===== config.mk =====
export PLATFORM = sky130hd
export DESIGN_NAME = axi_burst_rd_master
export DESIGN_NICKNAME = d
export VERILOG_FILES = /design/src/rtl/axi_burst_rd_master.sv
export SDC_FILE = /design/constraint.sdc
export NUM_CORES = 1
export LEC_CHECK = 0
export CAP_MARGIN = 30
export CORE_AREA = 2 2 103 105
export DETAILED_ROUTE_END_ITERATION = 6
export DIE_AREA = 0 0 105 107
export PLACE_DENSITY_LB_ADDON = 0.08
export SYNTH_ARGS = -nofsm -noshare
export SYNTH_HDL_FRONTEND = slang
export SYNTH_SLANG_ARGS = --single-unit

===== constraint.sdc =====
create_clock -name clk -period 3.1 [get_ports clk]
set_clock_uncertainty 0.2 [all_clocks]
set_input_delay 0.93 -clock clk [delete_from_list [all_inputs] [get_ports clk]]
set_output_delay 0.93 -clock clk [all_outputs]
set_load 0.02 [all_outputs]

===== src/rtl/axi_burst_rd_master.sv =====
// AXI read master for the DDR2 controller read channel.
// Takes one user request (start address, beat count), issues it as a series
// of AXI bursts of at most RBURST_LEN beats with one burst in flight at a
// time, forwards returned beats to the user and pulses rd_done at the end.
module axi_burst_rd_master #(
  parameter int ADDR_WIDTH = 26,
  parameter int DATA_WIDTH = 32,
  parameter int DATA_LEVEL = 2,
  parameter int WBURST_LEN = 8,
  parameter int RBURST_LEN = 8
) (
  input  logic                  clk,
  input  logic                  rst,
  input  logic                  init_end,
  output logic                  axi_arvalid,
  input  logic                  axi_arready,
  output logic [ADDR_WIDTH-1:0] axi_araddr,
  output logic [7:0]            axi_arlen,
  input  logic                  axi_rvalid,
  output logic                  axi_rready,
  input  logic                  axi_rlast,
  input  logic [DATA_WIDTH-1:0] axi_rdata,
  input  logic                  rd_trig,
  input  logic [7:0]            rd_len,
  input  logic [ADDR_WIDTH-1:0] rd_addr,
  output logic                  rd_ready,
  output logic [DATA_WIDTH-1:0] rd_data,
  output logic                  rd_data_en,
  output logic                  rd_done
);

  // WBURST_LEN only shares the range rule with RBURST_LEN; this block never writes.
  if (RBURST_LEN < 1 || RBURST_LEN > 256 || WBURST_LEN < 1 || WBURST_LEN > 256) begin : g_param_check
    $error("axi_burst_rd_master: burst length parameters must lie in 1..256");
  end

  localparam logic [8:0]            RBURST_N = 9'(RBURST_LEN);
  localparam logic [ADDR_WIDTH-1:0] BEAT_STEP = ADDR_WIDTH'(DATA_LEVEL);

  typedef enum logic [1:0] {
    ST_IDLE = 2'd0,
    ST_AR   = 2'd1,
    ST_RD   = 2'd2,
    ST_DONE = 2'd3
  } state_t;

  state_t                state_r, state_nxt_s;
  logic [ADDR_WIDTH-1:0] addr_r, addr_nxt_s;        // start address of current burst
  logic [7:0]            remain_r, remain_nxt_s;    // beats not yet covered by a finished burst
  logic [8:0]            burst_n_r, burst_n_nxt_s;  // beats in current burst
  logic [8:0]            beat_cnt_r, beat_cnt_nxt_s;

  logic                  accept_s;
  logic                  beat_s;
  logic                  last_beat_s;
  logic [7:0]            remain_left_s;

  // Beats of the next burst: the remainder, clamped to the burst limit.
  function automatic logic [8:0] burst_beats_f(input logic [7:0] remain);
    if ({1'b0, remain} > RBURST_N) begin
      return RBURST_N;
    end else begin
      return {1'b0, remain};
    end
  endfunction

  // Reset gating keeps the user from handing over a request that reset would discard.
  assign rd_ready    = (state_r == ST_IDLE) && init_end && !rst;
  assign accept_s    = rd_trig && rd_ready;
  assign axi_arvalid = (state_r == ST_AR);
  assign axi_araddr  = (state_r == ST_AR) ? addr_r : {ADDR_WIDTH{1'b0}};
  assign axi_arlen   = (state_r == ST_AR) ? 8'(burst_n_r - 9'd1) : 8'd0;
  assign axi_rready  = (state_r == ST_RD);
  assign beat_s      = axi_rvalid && axi_rready;
  assign rd_data_en  = beat_s;
  assign rd_data     = beat_s ? axi_rdata : {DATA_WIDTH{1'b0}};
  assign rd_done     = (state_r == ST_DONE);

  // The local beat counter ends a burst even if the slave never raises rlast.
  assign last_beat_s   = beat_s && (axi_rlast || (beat_cnt_r == (burst_n_r - 9'd1)));
  assign remain_left_s = remain_r - burst_n_r[7:0];

  // Next-state and burst bookkeeping
  always_comb begin
    state_nxt_s    = state_r;
    addr_nxt_s     = addr_r;
    remain_nxt_s   = remain_r;
    burst_n_nxt_s  = burst_n_r;
    beat_cnt_nxt_s = beat_cnt_r;
    case (state_r)
      ST_IDLE: begin
        if (accept_s) begin
          addr_nxt_s     = rd_addr;
          remain_nxt_s   = rd_len;
          burst_n_nxt_s  = burst_beats_f(rd_len);
          beat_cnt_nxt_s = 9'd0;
          if (rd_len != 8'd0) begin
            state_nxt_s = ST_AR;
          end else begin
            state_nxt_s = ST_DONE;
          end
        end else begin
          state_nxt_s = ST_IDLE;
        end
      end
      ST_AR: begin
        if (axi_arready) begin
          state_nxt_s    = ST_RD;
          beat_cnt_nxt_s = 9'd0;
        end else begin
          state_nxt_s = ST_AR;
        end
      end
      ST_RD: begin
        if (last_beat_s) begin
          remain_nxt_s   = remain_left_s;
          addr_nxt_s     = addr_r + (ADDR_WIDTH'(burst_n_r) * BEAT_STEP);
          burst_n_nxt_s  = burst_beats_f(remain_left_s);
          beat_cnt_nxt_s = 9'd0;
          if (remain_left_s != 8'd0) begin
            state_nxt_s = ST_AR;
          end else begin
            state_nxt_s = ST_DONE;
          end
        end else if (beat_s) begin
          beat_cnt_nxt_s = beat_cnt_r + 9'd1;
        end else begin
          beat_cnt_nxt_s = beat_cnt_r;
        end
      end
      ST_DONE: begin
        state_nxt_s = ST_IDLE;
      end
      default: begin
        state_nxt_s = ST_IDLE;
      end
    endcase
  end

  // FSM state register
  always_ff @(posedge clk) begin
    if (rst) begin
      state_r <= ST_IDLE;
    end else begin
      state_r <= state_nxt_s;
    end
  end

  // Burst address, remaining-beat and beat counters
  always_ff @(posedge clk) begin
    if (rst) begin
      addr_r     <= {ADDR_WIDTH{1'b0}};
      remain_r   <= 8'd0;
      burst_n_r  <= 9'd0;
      beat_cnt_r <= 9'd0;
    end else begin
      addr_r     <= addr_nxt_s;
      remain_r   <= remain_nxt_s;
      burst_n_r  <= burst_n_nxt_s;
      beat_cnt_r <= beat_cnt_nxt_s;
    end
  end

endmodule


# After elaboration in Yosys (flattened, before gate mapping)
# Index checks and enable logic that the tools add are counted.
dict set report word_totals {
  in_bits 73
  word_cells 58
  register_bits 54
  output_inout_bits 71
}
dict set report classes {
  reduce_logical 14
  n_mux 25
  add_sub_neg 4
  order_cmp 2
  eq_ne 8
}
# cell n
set ops {}
lappend ops {{2-to-1 mux 26 bit} 3}
lappend ops {{2-to-1 mux 9 bit} 6}
lappend ops {{one-hot mux 26 bit (2 select lines)} 1}
lappend ops {{2-to-1 mux 8 bit} 5}
lappend ops {{2-to-1 mux 32 bit} 1}
lappend ops {{one-hot mux 9 bit (3 select lines)} 1}
lappend ops {{adder 26 x 10 -> 26 bit} 1}
lappend ops {{one-hot mux 9 bit (2 select lines)} 1}
lappend ops {{greater-than comparator 8 x 4 -> 1 bit, second input constant} 2}
lappend ops {{one-hot mux 8 bit (2 select lines)} 1}
lappend ops {{nonzero test 8 bit} 2}
lappend ops {{2-to-1 mux 2 bit} 5}
lappend ops {{adder 9 x 1 -> 9 bit, second input constant} 1}
lappend ops {{== test 9 bit} 1}
lappend ops {{subtractor 9 x 1 -> 9 bit, second input constant} 1}
lappend ops {{one-hot mux 2 bit (4 select lines)} 1}
lappend ops {{subtractor 8 bit} 1}
lappend ops {{logical AND 1 bit} 5}
lappend ops {{== test 2 bit, second input constant} 2}
lappend ops {{!= test 2 x 1 -> 1 bit, second input constant} 2}
lappend ops {{AND reduction 4 bit} 1}
lappend ops {{!= test 3 x 1 -> 1 bit, second input constant} 1}
lappend ops {{AND reduction 3 bit} 1}
lappend ops {{nonzero test 3 bit} 1}
lappend ops {{6 further kinds} 6}

# Longest topological paths before layout
dict set report logic_depth {
  ltp_word 6
  mapped_depth 12
  mapped_depth_nobuf 11
}

# Least setup slack after synthesis
# Ideal clock, no wire load.
dict set report synth_path {
  kind {input-to-reg}
  start {in rst}
  end {reg addr_r[25]}
  t_arrival_ps 2911
  path_slack_ps -148
  path_stages 7
  n_path_buf 1
  setup_ps 137
  t_required_ps 2763
  cell_sequence {nor4b_1 > and2_1 > nor2_1 > a21o_1 > buf_6 > a2111oi_4 > nor3_1}
}
dict set report synth_between {
  elab_chain_len 5
}
# element line_no
set synth_rtl {}
lappend synth_rtl {{from (decl)} 13} ;# input logic rst,
lappend synth_rtl {{logical NOT 1 bit} 68} ;# assign rd_ready = (state_r == ST_IDLE) && init_end && !rst;
lappend synth_rtl {{logical AND 1 bit} 68}
lappend synth_rtl {{logical AND 1 bit} 69} ;# assign accept_s = rd_trig && rd_ready;
lappend synth_rtl {{!= test 2 bit (no source line)} -}
lappend synth_rtl {{AND reduction 3 bit (no source line)} -}
lappend synth_rtl {{to (signal assigned)} 152} ;# addr_r <= {ADDR_WIDTH{1'b0}};
lappend synth_rtl {{to (signal assigned)} 157} ;# addr_r <= addr_nxt_s;
lappend synth_rtl {{to (decl)} 48} ;# logic [ADDR_WIDTH-1:0] addr_r, addr_nxt_s;
# Several ways; a longest one is shown, not always the timed one.
# A chain may end at the register's enable or synchronous reset.

# Final worst setup path
dict set report layout_path {
  start {in rst}
  end {out rd_ready}
}
dict set report layout_between {
  elab_chain_len 2
}
# element line_no
set layout_rtl {}
lappend layout_rtl {{logical NOT 1 bit} 68}
lappend layout_rtl {{logical AND 1 bit} 68}
lappend layout_rtl {{to (decl)} 26} ;# output logic rd_ready,
# Every way passes these cells.

==> results.sh <==
export IMPL_status="completed"
export IMPL_antenna_found_initial=0
export IMPL_yosysMostFrequentCell="nor2_1"
export IMPL_switching_power_mw=0.5642
export IMPL_worst_slew_pin_slew_ps=547.5
export IMPL_vias=4797
export IMPL_port_buffers=143
export IMPL_synth_edf_count=0
export IMPL_wl_per_cell_um=16.84
export IMPL_synthCells=553
export IMPL_end_kind="output port"
export IMPL_powerDensity_nw_per_um2=280.1
export IMPL_grt_overflow_total=0
export IMPL_async_reset_ff_share_pct=0
export IMPL_dr_pass1_iters=5
export IMPL_fmax_mhz=325.9
export IMPL_cts_buffers_inserted=5
export IMPL_synth_distinct_cells=60
export IMPL_syn2layout_area_growth_pct=48.94
export IMPL_synth_seq_cells=53
export IMPL_die_w_um=105
export IMPL_synth_area_per_cell_um2=7.564
export IMPL_dp_hpwl_mm=10.41
export IMPL_grt_max_degree=45
export IMPL_routed_via_density=5.584
export IMPL_yosys_area_top_type="dfxtp_1"
export IMPL_clockRootBuffer="clkbuf_8"
export IMPL_rsz0062_at_grt="no"
export IMPL_pwr_share_clk_pct=24.8
export IMPL_clkTransAtPathRegs_ps=90
export IMPL_power_mw=1.745
export IMPL_first_global_vias=4785
export IMPL_drc=0
export IMPL_synthTopCellsByArea="dfxtp_1 (25%), and3_1 (6.0%), nor2_1 (5.2%)"
export IMPL_vdd_drop_max_mv=0.2225
export IMPL_synth_top_area_share_pct=25.37
export IMPL_combPwrFrac_pct=32.9
export IMPL_dieArea_um2=11240
export IMPL_num_antenna_cells=0
export IMPL_cts_tree="done"
export IMPL_whs_ps=259.3
export IMPL_htreeDepth=2
export IMPL_rows=37
export IMPL_slew_headroom_pct=63.16
export IMPL_ant_nets=0
export IMPL_setup_tns_final_ps=0
export IMPL_ys_seq_area_share_pct=25.37
export IMPL_crit_type="in -> out"
export IMPL_power_share_switching_pct=32.34
export IMPL_cap_violations=0
export IMPL_clock_path_buffers=2
export IMPL_grt_use_total_pct=24.97
export IMPL_netlist_area_um2=4183
export IMPL_arrival_ps=1940
export IMPL_finalHoldViolations=0
export IMPL_syn_nets=645
export IMPL_drive_above_1_share_pct=14.94
export IMPL_start_util_pct=41.45
export IMPL_totalWireLength_mm=14.46
export IMPL_ys_warn_count=0
export IMPL_post_route_period_util_pct=98.97
export IMPL_dieHeight_um=107
export IMPL_synthFlopType="dfxtp_1"
export IMPL_grt_pass1_wl_mm=23.09
export IMPL_drt_initial_drc_count=229
export IMPL_nets=815
export IMPL_holdCritPathClass="reg -> reg"
export IMPL_final_min_clock_period_ps=3068
export IMPL_ctsHoldBuffers=0
export IMPL_finalSetupViolCount=0
export IMPL_clkSinkCount=53
export IMPL_clock_latency_ps=320
export IMPL_ios=144
export IMPL_gp_congestion=0.8978
export IMPL_synthTopCellsByCount="nor2_1 (58), dfxtp_1 (53), nand2_1 (41)"
export IMPL_slew_viol_final=0
export IMPL_p_seq_share_pct=42.3
export IMPL_coreArea_um2=10090
export IMPL_internal_power_mw=1.181
export IMPL_cp_data_required_time_ps=1970
export IMPL_critPathLaunchType="input port"
export IMPL_p_leak_nw=2.805
export IMPL_finish_utilization_pct=61.73
export IMPL_critPathMaxFanout=2
==> per-stage QoR <==
step	setup WS, ps	cell area [um2]	instances
2_1_floorplan	172.1	4189	553
3_3_place_gp	-384.1	5997	838
3_5_place_dp	-420.1	5997	838
4_1_cts	4.688	6128	852
5_1_grt	0.02109	6230	859
6_report	31.98	6230	859
==> final cells by class <==
type / instances / area [um2]
fill: 951 / 3862
multi-input combinational: 439 / 2889
timing repair buffer: 199 / 1917
sequential: 53 / 1070
tap: 136 / 170.2
inverter: 25 / 93.84
clock buffer: 6 / 82.58
clock inverter: 1 / 7.507
==> placed cells by master, fill, tap and decap left out, drive strengths merged, types with 13 or more instances in the layout <==
master / synthesis / routed
clkdlybuf4s50: 0 / 91
buf: 12 / 58
dlygate4sd2: 0 / 23
nand3: 22 / 22
and2: 27 / 27
nand2: 41 / 41
ha: 17 / 17
and3: 40 / 40
xor2: 13 / 13
inv: 24 / 24
a21oi: 41 / 41
nor3: 14 / 14
xnor2: 14 / 14
dfxtp: 53 / 53
nor2: 58 / 58
o21ai: 29 / 29
clkbuf: 24 / 18
a211oi: 25 / 25
==> what timing repair did <==
action,in CTS,in global routing
pin swaps,1,3
hold endpoints to repair,0,0
resized for setup,75,33
endpoints found under the setup margin,40,55
cloned,1,2
setup buffers,6,5
==> path summary, 6_finish.rpt <==
kind / start / endpoint / slack [ps] / depth (start not counted)
setup / recovery: rst / rd_ready / 30 / 3
hold / removal: addr_r[0]$_SDFFE_PP0P_ / addr_r[0]$_SDFFE_PP0P_ / 260 / 2
setup reg to reg: burst_n_r[0]$_SDFFE_PP0P_ / remain_r[2]$_SDFFE_PP0P_ / 130 / 10
hold reg to reg: addr_r[0]$_SDFFE_PP0P_ / addr_r[0]$_SDFFE_PP0P_ / 260 / 2
==> power by group through the flow <==
stage / sequential [mW] / combinational, mW / clock (mW)
after floorplan: 0.744 / 0.309 / 0
after global placement: 0.753 / 0.531 / 0
after detailed placement: 0.754 / 0.541 / 0
after CTS: 0.739 / 0.553 / 0.439
after global routing: 0.744 / 0.625 / 0.460
final: 0.738 / 0.575 / 0.432
==> layer usage <==
metal	track usage, %	routed length [um]	vias to the layer above
li1	-	-	2337
met1	31.04	6184	2269
met2	44.11	7181	168
met3	4.377	829	23
met4	7.429	268	0
met5	0	0	-
==> cell families after synthesis <==
family                   share of synthesized area (%)
AND/OR/NAND/NOR                                  28.75
AO/OA/AOI/OAI                                    27.07
XOR/XNOR                                         5.654
multiplexers                                    0.4786
adder cells (fa/ha/maj)                          6.042
flip-flops                                       25.37
buffers and inverters                            6.641
==> worst max-delay path, cell delays in order <==
cell             delay (ps)
clkdlybuf4s50_1         430
nor4b_2                 270
clkdlybuf4s15_2         310
==> registers in the layout, indices dropped and copies added (netlist names) <==
signal / flops
remain_r: 8
burst_n_r: 8
state_r: 2
beat_cnt_r: 9
addr_r: 26
Note: power is estimated with default switching activity, not from simulation.
